## src/rtl/regfile_write_arbiter.sv

```systemverilog
// -----------------------------------------------------------------------------
// regfile_write_arbiter
//
// Purpose:
//   Shares the register bank's single write port between NUM_REQ writeback
//   sources using round-robin arbitration with a valid/ready handshake per
//   source. The bank write (enable, destination, data) comes from a
//   registered output stage. A 32-entry busy scoreboard lets decode stall on
//   RAW hazards against writes that have not yet committed.
//
// Parameters:
//   NUM_REQ  number of writeback sources (2..8); source 0 wins first after reset
//   DATA_W   register data width
//
// Ports:
//   clock, reset_n          clock and asynchronous active-low reset
//   req_valid/req_rd/req_data  per-source request, packed source-major
//   req_ready               one-hot combinational grant
//   reserve_valid/reserve_rd   decode marks a destination register pending
//   rs1/rs2 -> rs1_busy/rs2_busy  combinational scoreboard lookup
//   writeRegister/rd/dataToWrite  registered bank write port
//
// Optional feature (macro REGFILE_ARB_STATS_EN):
//   grant_count (16 bits per source), conflict_count (16 bits), stats_clear.
//   All counters saturate at 16'hFFFF; stats_clear has priority.
// -----------------------------------------------------------------------------
module regfile_write_arbiter #(
    parameter int NUM_REQ = 3,
    parameter int DATA_W  = 32
) (
    input  logic                      clock,
    input  logic                      reset_n,
    input  logic [NUM_REQ-1:0]        req_valid,
    input  logic [5*NUM_REQ-1:0]      req_rd,
    input  logic [DATA_W*NUM_REQ-1:0] req_data,
    output logic [NUM_REQ-1:0]        req_ready,
    input  logic                      reserve_valid,
    input  logic [4:0]                reserve_rd,
    input  logic [4:0]                rs1,
    input  logic [4:0]                rs2,
    output logic                      rs1_busy,
    output logic                      rs2_busy,
    output logic                      writeRegister,
    output logic [4:0]                rd,
    output logic [DATA_W-1:0]         dataToWrite
`ifdef REGFILE_ARB_STATS_EN
    ,
    input  logic                      stats_clear,
    output logic [16*NUM_REQ-1:0]     grant_count,
    output logic [15:0]               conflict_count
`endif
);

    localparam int IDX_W = (NUM_REQ > 1) ? $clog2(NUM_REQ) : 1;
    localparam logic [IDX_W-1:0] LAST_RST = IDX_W'(NUM_REQ - 1);

    // Unpacked per-source views of the packed request buses
    logic [4:0]        rd_arr_s   [NUM_REQ];
    logic [DATA_W-1:0] data_arr_s [NUM_REQ];

    for (genvar gi = 0; gi < NUM_REQ; gi++) begin : g_unpack
        assign rd_arr_s[gi]   = req_rd[5*gi +: 5];
        assign data_arr_s[gi] = req_data[DATA_W*gi +: DATA_W];
    end

    logic [IDX_W-1:0]   last_grant_q, last_grant_d;
    logic               write_register_q, write_register_d;
    logic [4:0]         rd_q, rd_d;
    logic [DATA_W-1:0]  data_q, data_d;
    logic [31:0]        busy_q, busy_d;

    logic [IDX_W-1:0]   cand_idx_s;
    logic [IDX_W-1:0]   grant_idx_s;
    logic               grant_any_s;
    logic [NUM_REQ-1:0] grant_oh_s;
    logic [4:0]         grant_rd_s;
    logic [DATA_W-1:0]  grant_data_s;

    // Round-robin search starting just after the last granted source
    always_comb begin
        cand_idx_s  = last_grant_q;
        grant_idx_s = last_grant_q;
        grant_any_s = 1'b0;
        grant_oh_s  = '0;
        for (int k = 1; k <= NUM_REQ; k++) begin
            cand_idx_s = IDX_W'((int'(last_grant_q) + k) % NUM_REQ);
            if (!grant_any_s && req_valid[cand_idx_s]) begin
                grant_any_s = 1'b1;
                grant_idx_s = cand_idx_s;
            end else begin
                grant_any_s = grant_any_s;
            end
        end
        grant_oh_s[grant_idx_s] = grant_any_s;
    end

    assign req_ready    = grant_oh_s;
    assign grant_rd_s   = rd_arr_s[grant_idx_s];
    assign grant_data_s = data_arr_s[grant_idx_s];

    // Next-state for pointer, bank write stage and scoreboard
    always_comb begin
        busy_d = busy_q;
        if (grant_any_s) begin
            last_grant_d     = grant_idx_s;
            // A write to x0 is consumed but never strobes the bank
            write_register_d = (grant_rd_s != 5'd0);
            rd_d             = grant_rd_s;
            data_d           = grant_data_s;
            busy_d[grant_rd_s] = 1'b0;
        end else begin
            last_grant_d     = last_grant_q;
            write_register_d = 1'b0;
            rd_d             = rd_q;
            data_d           = data_q;
        end
        // Applied after the clear so a same-cycle reserve keeps the bit set
        if (reserve_valid) begin
            busy_d[reserve_rd] = 1'b1;
        end else begin
            busy_d[reserve_rd] = busy_d[reserve_rd];
        end
        busy_d[0] = 1'b0;
    end

    // State registers with asynchronous reset
    always_ff @(posedge clock or negedge reset_n) begin
        if (!reset_n) begin
            last_grant_q     <= LAST_RST;
            write_register_q <= 1'b0;
            rd_q             <= 5'd0;
            data_q           <= '0;
            busy_q           <= 32'd0;
        end else begin
            last_grant_q     <= last_grant_d;
            write_register_q <= write_register_d;
            rd_q             <= rd_d;
            data_q           <= data_d;
            busy_q           <= busy_d;
        end
    end

    assign writeRegister = write_register_q;
    assign rd            = rd_q;
    assign dataToWrite   = data_q;
    assign rs1_busy      = busy_q[rs1];
    assign rs2_busy      = busy_q[rs2];

`ifdef REGFILE_ARB_STATS_EN
    logic [15:0] conflict_cnt_q, conflict_cnt_d;
    logic        multi_valid_s;

    assign multi_valid_s = ($countones(req_valid) > 1);

    for (genvar gi = 0; gi < NUM_REQ; gi++) begin : g_stats
        logic [15:0] grant_cnt_q, grant_cnt_d;

        // Saturating per-source grant counter, clear has priority
        always_comb begin
            if (stats_clear) begin
                grant_cnt_d = 16'd0;
            end else if (grant_oh_s[gi] && (grant_cnt_q != 16'hFFFF)) begin
                grant_cnt_d = grant_cnt_q + 16'd1;
            end else begin
                grant_cnt_d = grant_cnt_q;
            end
        end

        // Per-source grant counter register
        always_ff @(posedge clock or negedge reset_n) begin
            if (!reset_n) begin
                grant_cnt_q <= 16'd0;
            end else begin
                grant_cnt_q <= grant_cnt_d;
            end
        end

        assign grant_count[16*gi +: 16] = grant_cnt_q;
    end

    // Saturating count of cycles with two or more sources requesting
    always_comb begin
        if (stats_clear) begin
            conflict_cnt_d = 16'd0;
        end else if (multi_valid_s && (conflict_cnt_q != 16'hFFFF)) begin
            conflict_cnt_d = conflict_cnt_q + 16'd1;
        end else begin
            conflict_cnt_d = conflict_cnt_q;
        end
    end

    // Conflict counter register
    always_ff @(posedge clock or negedge reset_n) begin
        if (!reset_n) begin
            conflict_cnt_q <= 16'd0;
        end else begin
            conflict_cnt_q <= conflict_cnt_d;
        end
    end

    assign conflict_count = conflict_cnt_q;
`endif

endmodule

```

## config.mk

```make
export PLATFORM = sky130hd
export DESIGN_NAME = regfile_write_arbiter
export DESIGN_NICKNAME = d
export VERILOG_FILES = /design/src/rtl/regfile_write_arbiter.sv
export SDC_FILE = /design/constraint.sdc
export NUM_CORES = 1
export LEC_CHECK = 0
export BUFFER_PORTS_ARGS = -buffer_cell sky130_fd_sc_hd__buf_2
export CAP_MARGIN = 40
export CORE_UTILIZATION = 52
export DETAILED_ROUTE_END_ITERATION = 10
export PLACE_DENSITY_LB_ADDON = 0.08
export SLEW_MARGIN = 20
export SYNTH_ARGS = -nofsm -noshare
export SYNTH_HDL_FRONTEND = slang
export SYNTH_SLANG_ARGS = --single-unit
```

## constraint.sdc

```tcl
create_clock -name clock -period 4.77 [get_ports clock]
set_input_delay 0.7155 -clock clock [delete_from_list [all_inputs] [get_ports clock]]
set_output_delay 0.7155 -clock clock [all_outputs]
set_load 0.02 [all_outputs]
```

==> summary.json <==
{
  "highest_clock_rate": {"value": 0.221, "unit": "GHz"},
  "layout_min_cycle_time": {"value": 4520, "unit": "ps"},
  "hpwlAfterDp": {"value": 14100, "unit": "um"},
  "cts_tree": {"value": "done"},
  "finalHoldViolations": {"value": 0},
  "synth_top_cell_by_area": {"value": "dfrtp_1"},
  "synth.top_cells.by_area": {"value": "dfrtp_1 (32%), mux2i_1 (8.7%), mux4_2 (7.7%), nand2_1 (6.0%), nand3_1 (4.9%)"},
  "std_cell_rows": {"value": 37},
  "syn_to_final_growth": {"value": 23.9, "unit": "%"},
  "maximum_number_of_pins_on_one_net_before_global_route_repair": {"value": 55},
  "grt_pass1_vias": {"value": 5831},
  "worst_hold_slack": {"value": 298, "unit": "ps"},
  "synth_async_sr_flop_share": {"value": 1.00},
  "switchingPower": {"value": 2980, "unit": "uW"},
  "met2_length": {"value": 8770, "unit": "um"},
  "grt_antenna_before_repair": {"value": 1},
  "num-fill-cells": {"value": 948},
  "via_per_inst": {"value": 6.36},
  "drt_pre_antenna_iters": {"value": 6},
  "syn_inst": {"value": 644},
  "crit-reg2reg-capture": {"value": "busy_q[11]$_DFF_PN0_"},
  "coreArea": {"value": 0.0103, "unit": "mm2"},
  "ioPinCount": {"value": 175},
  "leakagePower": {"value": 0.00307, "unit": "uW"},
  "tritoncts.num_buffers": {"value": 9},
  "start_util": {"value": 0.536},
  "final_net_count": {"value": 952},
  "final_cell_area": {"value": 0.00685, "unit": "mm2"},
  "min-delay-path-class": {"value": "in2async"},
  "synth_flop_cell": {"value": "dfrtp_1"},
  "initialDrtViolationCount": {"value": 665},
  "yosys.area_share.adder": {"value": 0.00905},
  "ys_seq_elements": {"value": 71},
  "ant_nets": {"value": 0},
  "number_of_enable_flip_flop_cells_after_synthesis": {"value": 0},
  "ys.warnings.count": {"value": 0},
  "remaining_drc_errors": {"value": 0},
  "io_buffers": {"value": 174},
  "cts.clk_slew.worst_paths": {"value": 80, "unit": "ps"},
  "timing.final.max_slew_violations": {"value": 0},
  "timing.critical_path.required": {"value": 5020, "unit": "ps"},
  "cts.sinks": {"value": 71},
  "grt_pass1_wl": {"value": 29800, "unit": "um"},
  "worst-slew-pin-transition": {"value": 870, "unit": "ps"},
  "critPathLaunchType": {"value": "flop"},
  "crit_arrival": {"value": 4770, "unit": "ps"},
  "postPlaceCellArea": {"value": 0.00662, "unit": "mm2"},
  "seq_power_share": {"value": 0.201},
  "placed_cells_incl_taps": {"value": 940},
  "timing.final.setup_violations": {"value": 0},
  "grt_setup_unrepaired": {"value": "false"},
  "outcome": {"value": "complete, no violations"},
  "regToRegSetupSlack": {"value": 250, "unit": "ps"},
  "endpoint_class_of_the_critical_path": {"value": "flop"},
  "timing.final.crit_share": {"value": 0.949},
  "die_w": {"value": 105, "unit": "um"},
  "syn_avg_cell_area": {"value": 8.59, "unit": "um2"},
  "p_per_area": {"value": 837, "unit": "mW/mm2"},
  "yosysSeqAreaShare": {"value": 0.322},
  "synth_xor_area_frac": {"value": 0},
  "maximum_fanout_along_the_worst_path": {"value": 7},
  "worstSkewPairLatency": {"value": 360, "unit": "ps"},
  "yosysMostFrequentCell": {"value": "nand2_1"},
  "register_to_register_path_depth": {"value": 16},
  "syn-num-nets": {"value": 780},
  "final.setup_skew": {"value": 7.43, "unit": "ps"},
  "fin_cells": {"value": 958},
  "clock_tree.htree_level_count": {"value": 3},
  "synth.area.mux_share": {"value": 0.176},
  "top_layer_used": {"value": "met4"},
  "gp_congestion": {"value": 0.998},
  "global_route.usage.total": {"value": 0.349},
  "swShare": {"value": 0.519},
  "final.setup.tns": {"value": 0, "unit": "ps"},
  "cap_violations": {"value": 0},
  "netlist.area_leader.share": {"value": 0.317},
  "ir_worst_vdd": {"value": 0.466, "unit": "mV"},
  "timing_worst_setup_path_type": {"value": "reg2reg"},
  "dr_total_vias": {"value": 6095},
  "wl_per_cell": {"value": 19.5, "unit": "um"},
  "synth_common_cells": {"value": "nand2_1 (89), dfrtp_1 (70), nand3_1 (54)"},
  "internal_power": {"value": 2760, "unit": "uW"},
  "max_slew_margin": {"value": 0.416},
  "cts_max_path_buffers": {"value": 2},
  "pwr-share-comb": {"value": 0.714},
  "die_footprint": {"value": 0.0110, "unit": "mm2"},
  "synth_cell_type_count": {"value": 77},
  "clock_power_share": {"value": 0.086},
  "clock_root_buffer": {"value": "clkbuf_8"},
  "wl_met3": {"value": 1830, "unit": "um"},
  "power": {"value": 5730, "unit": "uW"},
  "post_route_cells_drive_above_1_share": {"value": 0.336},
  "synth_compound_gate_area_share": {"value": 0.242},
  "floorplan.die.height": {"value": 105, "unit": "um"},
  "grt.overflow.total": {"value": 0},
  "synth_top_family_by_area": {"value": "compound AO/OA/AOI/OAI gates"},
  "post_synth_instance_area": {"value": 0.00553, "unit": "mm2"},
  "drt-met1-wl": {"value": 7530, "unit": "um"},
  "regToRegStartpoint": {"value": "last_grant_q[1]$_DFFE_PN1N_"},
  "wl": {"value": 18700, "unit": "um"},
  "synth-simple-area-share": {"value": 0.204}
}
## layer usage
| metal | vias to the layer above | global-route usage |
|---|---|---|
| met5 | - | 0 |
| met4 | 0 | 0.135 |
| met3 | 54 | 0.0886 |
| met2 | 380 | 0.571 |
| met1 | 2896 | 0.442 |
| li1 | 2765 | - |
## critical path, stage by stage, from the launching register on
cell	delay, ps
dfstp_2	570
ha_2	260
mux2_4	330
mux2_4	310
o31ai_4	400
nor2_2	150
inv_2	170
nand3_1	170
a222oi_1	340
buf_4	180
a31oi_1	100
mux4_2	460
a211oi_1	270
o2111a_2	300
buf_4	140
a21boi_0	150
o21ai_0	90
## power groups by stage
stage | registers [uW] | logic, uW | clock network, uW
floorplan | 1290 | 2550 | 0
global placement | 1140 | 3910 | 0
detailed placement | 1150 | 3980 | 0
CTS | 1140 | 3980 | 498
global route | 1190 | 4380 | 521
finish | 1150 | 4090 | 491
## state kept, by name, indices dropped and copies added (netlist names)
name           cells
rd                 5
last_grant_q       2
dataToWrite       32
writeRegister      1
busy_q            31
## what timing repair did
item,in CTS,in global routing
endpoints found under the setup margin,0,31
hold buffers,0,0
buffers inserted,0,1
gates resized for setup,0,6
## per-stage QoR
| step | util | setup WS, ps |
|---|---|---|
| 2_1_floorplan | - | 560 |
| 3_3_place_gp | 0.641 | 281 |
| 3_5_place_dp | 0.641 | 89.8 |
| 4_1_cts | 0.660 | 74.9 |
| 5_1_grt | 0.664 | 15.8 |
| 6_report | 0.664 | 246 |
## layout by cell type (no fill, tap or decap), types with 6 or more instances in the layout
cell | Yosys | final
nand2_1 | 89 | 89
buf_4 | 2 | 33
o21ai_0 | 34 | 34
a22oi_1 | 8 | 8
nand3_1 | 54 | 54
mux4_2 | 19 | 19
a31oi_1 | 14 | 14
dfrtp_1 | 70 | 70
nor3_1 | 8 | 7
inv_1 | 14 | 14
mux2i_1 | 48 | 48
nor2b_1 | 6 | 6
or2_2 | 7 | 7
nor2_1 | 45 | 45
o211ai_1 | 36 | 36
buf_2 | 10 | 174
a21oi_1 | 43 | 43
clkbuf_8 | 0 | 9
## layout make-up
| cell class | count | area [um2] | share of cell area |
|---|---|---|---|
| clock inverters | 7 | 72.6 | 0.0106 |
| clock buffers | 9 | 124 | 0.0181 |
| diodes | 1 | 2.50 | 0.000365 |
| well taps | 136 | 170 | 0.0248 |
| multi-input cells | 511 | 3530 | 0.515 |
| repair buffers | 207 | 1120 | 0.163 |
| inverters | 16 | 60.1 | 0.00876 |
| flip-flops and latches | 71 | 1780 | 0.259 |
## cell families (layout without fill, tap and decap cells)
| family | count (synthesis) | after routing |
|---|---|---|
| buffers and inverters | 62 | 239 |
| DFF | 71 | 71 |
| adders and majority gates | 4 | 4 |
| muxes | 72 | 72 |
| AOI/OAI and AO/OA | 192 | 192 |
| other | 0 | 1 |
| and+or+nand+nor | 243 | 243 |
## worst max path at each step
stage,slack [ps],from,to,cells after the start
2_1_floorplan,560,last_grant_q[1]$_DFFE_PN1N_,busy_q[8]$_DFF_PN0_,15
3_3_place_gp,280,req_valid[2],busy_q[8]$_DFF_PN0_,14
3_5_place_dp,90,last_grant_q[1]$_DFFE_PN1N_,busy_q[8]$_DFF_PN0_,14
4_1_cts,70,last_grant_q[1]$_DFFE_PN1N_,busy_q[8]$_DFF_PN0_,14
5_1_grt,20,last_grant_q[1]$_DFFE_PN1N_,busy_q[11]$_DFF_PN0_,16
6_report,250,last_grant_q[1]$_DFFE_PN1N_,busy_q[11]$_DFF_PN0_,16
(Power assumes the default switching activity.)
